--- config.mk ---
export PLATFORM = sky130hd
export DESIGN_NAME = conv_window_sequencer
export DESIGN_NICKNAME = d
export VERILOG_FILES = /design/src/rtl/conv_pkg.sv /design/src/rtl/conv_strobe_pipe.sv /design/src/rtl/conv_window_sequencer.sv
export SDC_FILE = /design/constraint.sdc
export NUM_CORES = 1
export LEC_CHECK = 0
export CORE_MARGIN = 3
export CORE_UTILIZATION = 48
export DETAILED_ROUTE_END_ITERATION = 12
export PLACE_DENSITY = 0.81
export SYNTH_ARGS = -nofsm -noshare
export SYNTH_HDL_FRONTEND = slang
export SYNTH_SLANG_ARGS = --single-unit
--- constraint.sdc ---
create_clock -name clk -period 3.7 [get_ports clk]
set_clock_uncertainty 0.1 [all_clocks]
set_input_delay 0.555 -clock clk [delete_from_list [all_inputs] [get_ports clk]]
set_output_delay 0.555 -clock clk [all_outputs]
set_load 0.005 [all_outputs]
--- src/rtl/conv_pkg.sv ---
// conv_pkg: shared FSM encoding and default geometry for the convolution sequencer
//   IDLE/RUN/DRAIN/DONE pass states; default image/kernel sides and derived output side and tap count
package conv_pkg;
    localparam int IMG_SIZE_DEF = 10;
    localparam int KER_SIZE_DEF = 3;
    localparam int OUT_SIZE_DEF = IMG_SIZE_DEF - KER_SIZE_DEF + 1;
    localparam int TAPS_DEF     = KER_SIZE_DEF * KER_SIZE_DEF;
    typedef enum logic [1:0] {IDLE, RUN, DRAIN, DONE} state_t;
endpackage

--- src/rtl/conv_strobe_pipe.sv ---
// conv_strobe_pipe: 2-stage delay line aligning MAC/write strobes with 1-cycle ROM latency
//   in : clk, rst (async, active-low), hold (freeze + gate strobes), en_in/clr_in/wr_in, pix_in
//   out: mac_en, mac_clr (1-cycle delay), wr_en, filtimAddr (2-cycle delay)
module conv_strobe_pipe #(
    parameter int ADDR_W = 16
) (
    input  logic              clk,
    input  logic              rst,
    input  logic              hold,
    input  logic              en_in,
    input  logic              clr_in,
    input  logic              wr_in,
    input  logic [ADDR_W-1:0] pix_in,
    output logic              mac_en,
    output logic              mac_clr,
    output logic              wr_en,
    output logic [ADDR_W-1:0] filtimAddr
);
    logic              en1, clr1, wr1, wr2;
    logic [ADDR_W-1:0] pix1, pix2;
    always_ff @(posedge clk or negedge rst) begin
        if (!rst) begin
            en1  <= 1'b0;
            clr1 <= 1'b0;
            wr1  <= 1'b0;
            wr2  <= 1'b0;
            pix1 <= '0;
            pix2 <= '0;
        end else if (!hold) begin
            en1  <= en_in;
            clr1 <= clr_in;
            wr1  <= wr_in;
            wr2  <= wr1;
            pix1 <= pix_in;
            pix2 <= pix1;
        end
    end
    // strobes read 0 while frozen so a held cycle never double-counts
    assign mac_en     = en1 & ~hold;
    assign mac_clr    = clr1 & ~hold;
    assign wr_en      = wr2 & ~hold;
    assign filtimAddr = pix2;
endmodule

--- src/rtl/conv_window_sequencer.sv ---
// conv_window_sequencer: walks every output pixel and kernel tap of one 2-D convolution pass
//   in : clk, rst (async, active-low), start (pulse, IDLE only), hold (freeze)
//   out: busy, done, rd_en, imAddr, kAddr (tap issue), mac_clr, mac_en, wr_en, filtimAddr
module conv_window_sequencer
    import conv_pkg::*;
#(
    parameter int IMG_SIZE = IMG_SIZE_DEF,
    parameter int KER_SIZE = KER_SIZE_DEF,
    parameter int ADDR_W   = 16
) (
    input  logic              clk,
    input  logic              rst,
    input  logic              start,
    input  logic              hold,
    output logic              busy,
    output logic              done,
    output logic              rd_en,
    output logic [ADDR_W-1:0] imAddr,
    output logic [ADDR_W-1:0] kAddr,
    output logic              mac_clr,
    output logic              mac_en,
    output logic              wr_en,
    output logic [ADDR_W-1:0] filtimAddr
);
    localparam int OUT_SIZE = IMG_SIZE - KER_SIZE + 1;
    localparam int KW = KER_SIZE > 1 ? $clog2(KER_SIZE) : 1;
    localparam int OW = OUT_SIZE > 1 ? $clog2(OUT_SIZE) : 1;
    state_t            state, state_nx;
    logic [KW-1:0]     kc, kr;
    logic [OW-1:0]     ocol, orow;
    logic              kc_last, kr_last, ocol_last, orow_last, tap_last;
    logic [ADDR_W-1:0] pix;
    assign kc_last   = kc == KW'(KER_SIZE - 1);
    assign kr_last   = kr == KW'(KER_SIZE - 1);
    assign ocol_last = ocol == OW'(OUT_SIZE - 1);
    assign orow_last = orow == OW'(OUT_SIZE - 1);
    assign tap_last  = kc_last && kr_last && ocol_last && orow_last;
    assign rd_en     = state == RUN && !hold;
    assign busy      = state != IDLE;
    assign done      = state == DONE && !hold;
    always_ff @(posedge clk or negedge rst) begin
        if (!rst) state <= IDLE;
        else      state <= state_nx;
    end
    // start in IDLE is taken even under hold; the first tap then waits for hold to drop
    always_comb begin
        state_nx = state;
        case (state)
            IDLE:    state_nx = start ? RUN : IDLE;
            RUN:     state_nx = rd_en && tap_last ? DRAIN : RUN;
            DRAIN:   state_nx = wr_en ? DONE : DRAIN;
            DONE:    state_nx = hold ? DONE : IDLE;
            default: state_nx = IDLE;
        endcase
    end
    // counters wrap to 0 after the last tap, so IDLE/DRAIN addresses read 0
    always_ff @(posedge clk or negedge rst) begin
        if (!rst) begin
            kc   <= '0;
            kr   <= '0;
            ocol <= '0;
            orow <= '0;
        end else if (rd_en) begin
            kc   <= kc_last ? '0 : kc + 1'b1;
            kr   <= kc_last ? (kr_last ? '0 : kr + 1'b1) : kr;
            ocol <= kc_last && kr_last ? (ocol_last ? '0 : ocol + 1'b1) : ocol;
            orow <= kc_last && kr_last && ocol_last ? (orow_last ? '0 : orow + 1'b1) : orow;
        end
    end
    assign imAddr = (ADDR_W'(orow) + ADDR_W'(kr)) * ADDR_W'(IMG_SIZE) + ADDR_W'(ocol) + ADDR_W'(kc);
    assign kAddr  = ADDR_W'(kr) * ADDR_W'(KER_SIZE) + ADDR_W'(kc);
    assign pix    = ADDR_W'(orow) * ADDR_W'(OUT_SIZE) + ADDR_W'(ocol);
    conv_strobe_pipe #(.ADDR_W(ADDR_W)) u_pipe (
        .clk        (clk),
        .rst        (rst),
        .hold       (hold),
        .en_in      (rd_en),
        .clr_in     (rd_en && kc == '0 && kr == '0),
        .wr_in      (rd_en && kc_last && kr_last),
        .pix_in     (pix),
        .mac_en     (mac_en),
        .mac_clr    (mac_clr),
        .wr_en      (wr_en),
        .filtimAddr (filtimAddr)
    );
endmodule

==> Word level (Yosys, flattened, before mapping) <==
Cells that the tools add are included.
{ "classes": {"n_addsub": 9, "multipliers": 2, "eq_ne": 7, "mux": 9, "bitwise": 4, "reduce_logical": 18} }
{ "ops": {"columns": ["op", "n"], "rows": [
  ["9-bit by 2-bit adder with 10-bit output", 1],
  ["1-bit logical AND", 10],
  ["8-bit by 3-bit adder with 9-bit output", 1],
  ["2-bit equality test, second input constant", 4],
  ["2-bit two-way mux", 4],
  ["2-bit case mux with 4 select lines", 1],
  ["6-bit by 3-bit adder with 7-bit output", 1],
  ["4-bit by 3-bit multiplier with 7-bit output, second input constant", 1],
  ["3-bit by 1-bit adder with 3-bit output, second input constant", 2],
  ["3-bit equality test, second input constant", 2],
  ["2-bit logical NOT", 3],
  ["3-bit two-way mux", 2],
  ["2-bit AND reduction", 3],
  ["4-bit by 2-bit adder with 5-bit output", 1],
  ["2-bit by 1-bit adder with 2-bit output, second input constant", 2],
  ["3-bit by 2-bit adder with 4-bit output", 1],
  ["2-bit by 2-bit multiplier with 4-bit output, second input constant", 1],
  ["1-bit AND", 3],
  ["2-bit by 1-bit equality test with 1-bit output, second input constant", 1],
  ["1-bit two-way mux", 2],
  ["2-bit nonzero test", 1],
  ["1-bit logical NOT", 1],
  ["1-bit inverter", 1]
]} }
{ "totals": {"ff_bits": 48, "input_bits": 4, "output_inout_bits": 54, "word_cells": 60} }

==> Depth between registers and ports, before layout <==
Gate-level depths: netlist of the first run.
{ "logic_depth": {"depth_word": 7, "mapped_depth": 11, "ltp_nobuf": 11} }

==> Modules after synthesis <==
From an unflattened synthesis of the first run, not the netlist that was laid out.
{ "unflattened": {"cells_unflattened": 206, "area_unflattened_um2": 2671.3} }
{ "by_module_without_submodules": {"columns": ["mod", "n_inst", "cells_per_inst", "area_per_inst_um2", "seq_area_each_um2"], "rows": [
  ["conv_strobe_pipe", 1, 79, 1388.8, 900.9],
  ["conv_window_sequencer", 1, 127, 1282.5, 300.3]
]} }

==> Worst setup path after synthesis of the first run <==
OpenSTA, ideal clock, no wires.
{ "synth_path": {"kind": "register -> output", "startpoint": "register kr[0]", "endpoint": "output imAddr[7]", "arrival_time_ps": 2689, "required_ps": 3045, "path_slack_ps": 356, "stages_incl_launch_ff": 11, "n_path_buf": 0, "path_cell_list": "dfrtp_1 -> ha_1 -> fa_1 -> xor2_1 -> ha_1 -> ha_1 -> fa_1 -> nand2_1 -> o21bai_1 -> mux2i_1 -> a22o_1"} }
{ "synth_between": {"elab_chain_cells": 4} }
{ "synth_lines": {"columns": ["item", "line_no", "rtl"], "rows": [
  ["from (decl)", "conv_window_sequencer.sv:29", "logic [KW-1:0] kc, kr;"],
  ["from (signal assigned)", "conv_window_sequencer.sv:65", "kr <= kc_last ? (kr_last ? '0 : kr + 1'b1) : kr;"],
  ["3-bit by 2-bit adder with 4-bit output", "conv_window_sequencer.sv:70", "assign imAddr = (ADDR_W'(orow) + ADDR_W'(kr)) * ADDR_W'(IMG_SIZE) + ADDR_W'(ocol) + ADDR_W'(kc);"],
  ["4-bit by 3-bit multiplier with 7-bit output", "conv_window_sequencer.sv:70", null],
  ["8-bit by 3-bit adder with 9-bit output", "conv_window_sequencer.sv:70", null],
  ["9-bit by 2-bit adder with 10-bit output", "conv_window_sequencer.sv:70", null],
  ["to (decl)", "conv_window_sequencer.sv:18", "output logic [ADDR_W-1:0] imAddr,"]
]} }
No other way between the ends.

==> Worst setup path in the final report of the first run <==
{ "layout_path": {"startpoint": "register orow[0]", "endpoint": "output imAddr[7]"} }
{ "layout_between": {"elab_chain_cells": 4} }
{ "layout_lines": {"columns": ["item", "line_no", "rtl"], "rows": [
  ["from (decl)", "conv_window_sequencer.sv:30", "logic [OW-1:0] ocol, orow;"],
  ["from (signal assigned)", "conv_window_sequencer.sv:67", "orow <= kc_last && kr_last && ocol_last ? (orow_last ? '0 : orow + 1'b1) : orow;"],
  ["3-bit by 2-bit adder with 4-bit output", "conv_window_sequencer.sv:70", null],
  ["4-bit by 3-bit multiplier with 7-bit output", "conv_window_sequencer.sv:70", null],
  ["8-bit by 3-bit adder with 9-bit output", "conv_window_sequencer.sv:70", null],
  ["9-bit by 2-bit adder with 10-bit output", "conv_window_sequencer.sv:70", null]
]} }
No other way between the ends.

==> out/results.ini, run 1 <==
[run_status]
status = finished, violations left
violations = setup timing

[floorplan]
die_h_um = 70.0
dieArea_um2 = 4900
die_w_um = 70.0
rows = 22
start_util_pct = 51.8
core-area_um2 = 3800
pin_count = 58

[global_routing]
grt-ovfl-total = 0
antenna_found_initial = 0
grt_pass1_wl_um = 5180
grt_pass1_vias = 1181
grt_util_all_layers_pct = 13.3
grt_max_degree = 29

[flow_run]
cap_violations = 0

[placement]
place_ws_ps = -122
gp_congestion = 0.747
portBuffers = 28
place_inst = 263
dp_hpwl_um = 2560

[setup_path]
r2r-start = state[1]$_DFF_PN0_
path_class = flop to output pin
cp.arrival_ps = 3080
r2r-end = orow[0]$_DFFE_PN0P_
crit_start = orow[0]$_DFFE_PN0P_
r2r_slack_ps = 1740
path_max_fanout = 2
crit_path_end_kind = output pin
startpoint_type = flop
cp.required_ps = 3040
r2r_cells = 5

[timing]
final.min_clock_period_ps = 3730
setup_viol = 1
slew_violations = 0
rsz0062_at_grt = true
worst_hold_slack_ps = 382
maxClockFrequency_ghz = 0.268
post-route-period-util_pct = 101
hold_viol = 0
fin_tns_setup_ps = -33.8
fin_ws_ps = -33.8

[route]
wl_um = 3210
dr.first_iter.drc_count = 41
avgRoutedWirePerCell_um = 11.9
drc = 0
ant_nets = 0
via_per_inst = 4.73
dr.pass1.iters = 4
vias = 1272

[finish]
syn2layout_area_growth_pct = 20.0
final_cells = 269
fin_nets = 254
antenna-diode-count = 0
layout-drive-gt1-share_pct = 24.0
fin_util_pct = 62.2

[cts]
cts_buffers = 3
numClockSinks = 28
h-tree-depth = 1
cts_tree = done
cts_root_buffer = clkbuf_8
clk_latency_ps = 270
clk_path_buf_depth = 2
path_clk_slew_ps = 90
hold_buffers = 0

[yosys]
yosysSeqAreaShare_pct = 35.6
synth_area_um2 = 1970
synth-seq-cells = 28
synth_cells = 180
syn_area_per_cell_um2 = 10.9
ys_warn_count = 0
ys_types = 35

[worst_hold_path]
hold_path.class = flop to flop
whs_path_depth = 2
min-delay-start = u_pipe.en1$_DFFE_PN0N_
hold_end = u_pipe.en1$_DFFE_PN0N_

[pwr]
powerDensity_nw_per_um2 = 575
leakagePower_nw = 1.30
ir_drop_mv = 0.505

==> critical path, stage by stage (launching register included) <==
cell      delay, ps
dfrtp_1         400
ha_2            210
fa_2            610
ha_4            210
ha_4            160
fa_1            520
nand2_1          90
o21bai_4        180
mux2i_1         120
a22o_1          190
buf_2           120
==> Yosys cell counts (all sizes together) <==
| cell type | n | area [um2] |
|---|---|---|
| a21o | 4 | 30.0 |
| a21oi | 2 | 10.0 |
| a22o | 1 | 8.76 |
| a32o | 1 | 10.0 |
| and3 | 2 | 12.5 |
| buf | 31 | 233 |
| clkbuf | 1 | 3.75 |
| clkinv | 1 | 5.00 |
| conb | 1 | 3.75 |
| dfrtp | 28 | 701 |
| fa | 6 | 120 |
| ha | 21 | 263 |
| inv | 17 | 63.8 |
| mux2 | 19 | 225 |
| mux2i | 2 | 20.0 |
| nand2 | 9 | 41.3 |
| nand2b | 1 | 6.26 |
| nand3 | 1 | 5.00 |
| nand3b | 1 | 7.51 |
| nor2 | 7 | 26.3 |
| nor2b | 6 | 37.5 |
| nor3 | 1 | 5.00 |
| nor4b | 1 | 8.76 |
| o211a | 1 | 10.0 |
| o21ai | 5 | 25.0 |
| o21bai | 1 | 7.51 |
| or2 | 1 | 6.26 |
| or2b | 1 | 7.51 |
| or3b | 1 | 11.3 |
| xnor2 | 4 | 35.0 |
| xor2 | 2 | 17.5 |
==> how the worst max path moves through the flow <==
stage,to,slack (ps),cells past startpoint
6_report,imAddr[7],-30,10
5_1_grt,imAddr[7],-120,10
4_1_cts,imAddr[7],-100,10
3_5_place_dp,imAddr[7],-120,10
3_3_place_gp,imAddr[7],-60,10
2_1_floorplan,imAddr[7],360,10
==> cell type report <==
class                           count  area, um2
Inverter                           18       68.8
Sequential cell                    28        701
Multi-Input combinational cell    130       1120
Timing Repair Buffer               42        368
Clock buffer                        3       41.3
Fill cell                         336       1440
Tap cell                           48       60.1
==> report_power, final <==
part | total, W | internal, W | switching [W]
registers | 0.000428 | 0.000374 | 0.0000533
clock network | 0.000164 | 0.0000731 | 0.0000912
logic | 0.000767 | 0.000453 | 0.000314
total | 0.00136 | 0.000900 | 0.000458
==> per-stage QoR <==
stage          area (um2)  total power, W
2_1_floorplan        2070        0.000814
3_3_place_gp         2260         0.00115
3_5_place_dp         2260         0.00118
4_1_cts              2320         0.00136
5_1_grt              2360         0.00149
6_report             2360         0.00136
==> sequential cells by signal, summed over array words and instances, names as in the netlist <==
name	flops
kc	2
kr	2
ocol	3
orow	3
state	2
u_pipe.clr1	1
u_pipe.en1	1
u_pipe.filtimAddr	6
u_pipe.pix1	6
u_pipe.wr1	1
u_pipe.wr2	1
==> metal layers <==
| layer | track usage [%] | vias to the layer above | part of all wire [%] |
|---|---|---|---|
| met5 | 0 | - | 0 |
| met4 | 5.74 | 0 | 1.6 |
| met3 | 2.88 | 5 | 5.5 |
| met2 | 21.0 | 38 | 48 |
| met1 | 17.4 | 611 | 45 |
| li1 | - | 618 | - |
==> layout by cell type (no fill, tap or decap), types with 5 or more instances in the layout <==
cell	n
conb_1	29
dfrtp_1	28
clkdlybuf4s50_1	23
inv_1	17
ha_1	17
mux2_2	16
buf_4	14
nand2_1	8
nor2_1	7
nor2b_1	5
o21ai_0	5
fa_1	5
==> repair_timing <==
item | CTS | global route
hold endpoints to repair | 0 | 0
setup endpoints to repair | 5 | 5
pin swaps | 8 | 5
gates resized for setup | 19 | 8
gates cloned | 0 | 0
buffers inserted | 1 | 2
==> kinds of logic after synthesis <==
kind of cell	Yosys count	synth area share (%)
buffers and inverters	50	15.5
and+or+nand+nor	32	8.91
DFF	28	35.6
adders and majority gates	27	19.5
muxes	21	12.5
AOI/OAI and AO/OA	15	5.15
xor gates and xnor gates	6	2.67
other	1	0.191
No activity file was read; power rests on OpenSTA's default activity.
==> run 2, diff against run 1 <==
--- a/config.mk
+++ b/config.mk
@@ -5,6 +5,7 @@
 export SDC_FILE = /design/constraint.sdc
 export NUM_CORES = 1
 export LEC_CHECK = 0
+export CAP_MARGIN = 20
 export CORE_MARGIN = 3
 export CORE_UTILIZATION = 48
 export DETAILED_ROUTE_END_ITERATION = 12
==> results of run 2 <==
Final layout, timing and power as in run 1 (identical DEF).
==> run 3, diff against run 2 <==
--- a/config.mk
+++ b/config.mk
@@ -10,6 +10,7 @@
 export CORE_UTILIZATION = 48
 export DETAILED_ROUTE_END_ITERATION = 12
 export PLACE_DENSITY = 0.81
+export RECOVER_POWER = 100
 export SYNTH_ARGS = -nofsm -noshare
 export SYNTH_HDL_FRONTEND = slang
 export SYNTH_SLANG_ARGS = --single-unit
==> out/results.ini, run 3 (synthesis results as in run 1) <==
[run_status]
status = finished, violations left
violations = setup timing

[timing]
worst_hold_slack_ps = 387
maxClockFrequency_ghz = 0.268
fin_ws_ps = -34.2
final.min_clock_period_ps = 3730
worst_pin_slew_ps = 1450
rsz0062_at_grt = true
post-route-period-util_pct = 101
slew_violations = 0
setup_viol = 1
maxSlewHeadroom_pct = 3.03
hold_viol = 0

[setup_path]
crit_slowest_cell = fa_2
path_max_fanout = 2
crit_start = orow[0]$_DFFE_PN0P_
cp_top_family = adder cells
r2r-start = state[1]$_DFF_PN0_
cp.required_ps = 3040
r2r_slack_ps = 1570
cp_cell_sequence = ha_2, fa_2, ha_4, ha_4, fa_1, nand2_1, o21bai_4, mux2i_1, a22o_1, buf_2
path_common_cell = ha_4
slowest_delay_ps = 610
r2r_cells = 5
crit_path_end_kind = output pin
startpoint_type = flop
r2r-end = orow[0]$_DFFE_PN0P_
critPathBufInv = 1
cp.arrival_ps = 3080
path_class = flop to output pin

[floorplan]
pin_count = 58
dieArea_um2 = 4900
core-area_um2 = 3800
start_util_pct = 51.8
die_h_um = 70.0
die_w_um = 70.0
rows = 22

[placement]
place_inst = 263
dp_hpwl_um = 2560
place_ws_ps = -122
gp_congestion = 0.747
portBuffers = 28

[finish]
n_fill_cell = 341
fin_nets = 254
syn2layout_area_growth_pct = 18.6
final_common_cell = conb_1
layout_common_cells = conb_1 (29), dfrtp_1 (28), dlygate4sd3_1 (19)
final_cells = 269
layout-drive-gt1-share_pct = 20.8
antenna-diode-count = 0

[pwr]
powerDensity_nw_per_um2 = 564
ir_drop_mv = 0.457
leakagePower_nw = 1.30
total_power_w = 0.00132

[cts]
numClockSinks = 28
path_clk_slew_ps = 90
cts_tree = done
clk_path_buf_depth = 2
hold_buffers = 0
cts_buffers = 3
h-tree-depth = 1
cts_root_buffer = clkbuf_8
clk_latency_ps = 270

[route]
dr.pass1.iters = 4
avgRoutedWirePerCell_um = 11.9
ant_nets = 0
drc = 0
vias = 1282
via_per_inst = 4.77
dr.first_iter.drc_count = 39
wl_um = 3210

[flow_run]
cap_violations = 0

[global_routing]
grt_pass1_vias = 1181
grt_pass1_wl_um = 5180
grt_max_degree = 29
grt-ovfl-total = 0
antenna_found_initial = 0
grt_util_all_layers_pct = 13.3

[worst_hold_path]
min-delay-start = u_pipe.en1$_DFFE_PN0N_
whs_path_depth = 2
hold_end = u_pipe.en1$_DFFE_PN0N_
hold_path.class = flop to flop

-- run 3: cell count changes in the layout (fill, tap and decap cells not counted), sizes merged --
cell,before,now
clkinv,1,0
clkdlybuf4s50,23,4
clkinvlp,0,1
buf,17,14
clkbuf,4,7
dlygate4sd3,0,19
-- run 3: cell type report --
type	instances	area (um2)	area share [%]
multi-input combinational	130	1100	47.4
sequential	28	701	30.0
timing repair buffer	42	357	15.3
inverter	18	68.8	2.95
tap	48	60.1	2.58
clock buffer	3	41.3	1.77
-- run 3: per-stage QoR --
| step | area, um2 | utilization, % | setup TNS, ps |
|---|---|---|---|
| global route | 2330 | 61.4 | -123 |
| floorplan | 2070 | - | 0 |
| detailed placement | 2260 | 59.5 | -262 |
| finish | 2330 | 61.4 | -34.2 |
| CTS | 2320 | 61.0 | -108 |
| global placement | 2260 | 59.5 | -76.2 |
-- run 3: where the power goes --
part / switching, W / internal (W)
Combinational: 0.000310 / 0.000415
Sequential: 0.0000528 / 0.000374
Clock: 0.0000912 / 0.0000732
Total: 0.000454 / 0.000862
-- run 3: worst register-to-register path, stage by stage (launching register included) --
cell and delay, ps:
dfrtp_1 440, or3b_1 470, clkinvlp_2 160, and3_1 320, nand2_1 180, mux2_1 350
-- run 3: per-layer routing --
metal | GRT usage (%) | wire, um | vias up
met5 | 0 | 0 | -
met4 | 5.74 | 51 | 0
met3 | 2.88 | 189 | 5
met2 | 21.0 | 1550 | 42
met1 | 17.4 | 1420 | 615
li1 | - | - | 620
-- run 3: worst max-delay path by stage --
stage,to,slack [ps],cells after the start
6_report,imAddr[7],-30,10
5_1_grt,imAddr[7],-120,10
2_1_floorplan,imAddr[7],360,10
3_3_place_gp,imAddr[7],-60,10
4_1_cts,imAddr[7],-100,10
3_5_place_dp,imAddr[7],-120,10
-- run 3: repair_timing --
item | CTS | global route
endpoints found under the setup margin | 5 | 5
hold endpoints to repair | 0 | 0
buffers inserted | 1 | 2
pin swaps | 8 | 5
resized for setup | 19 | 8
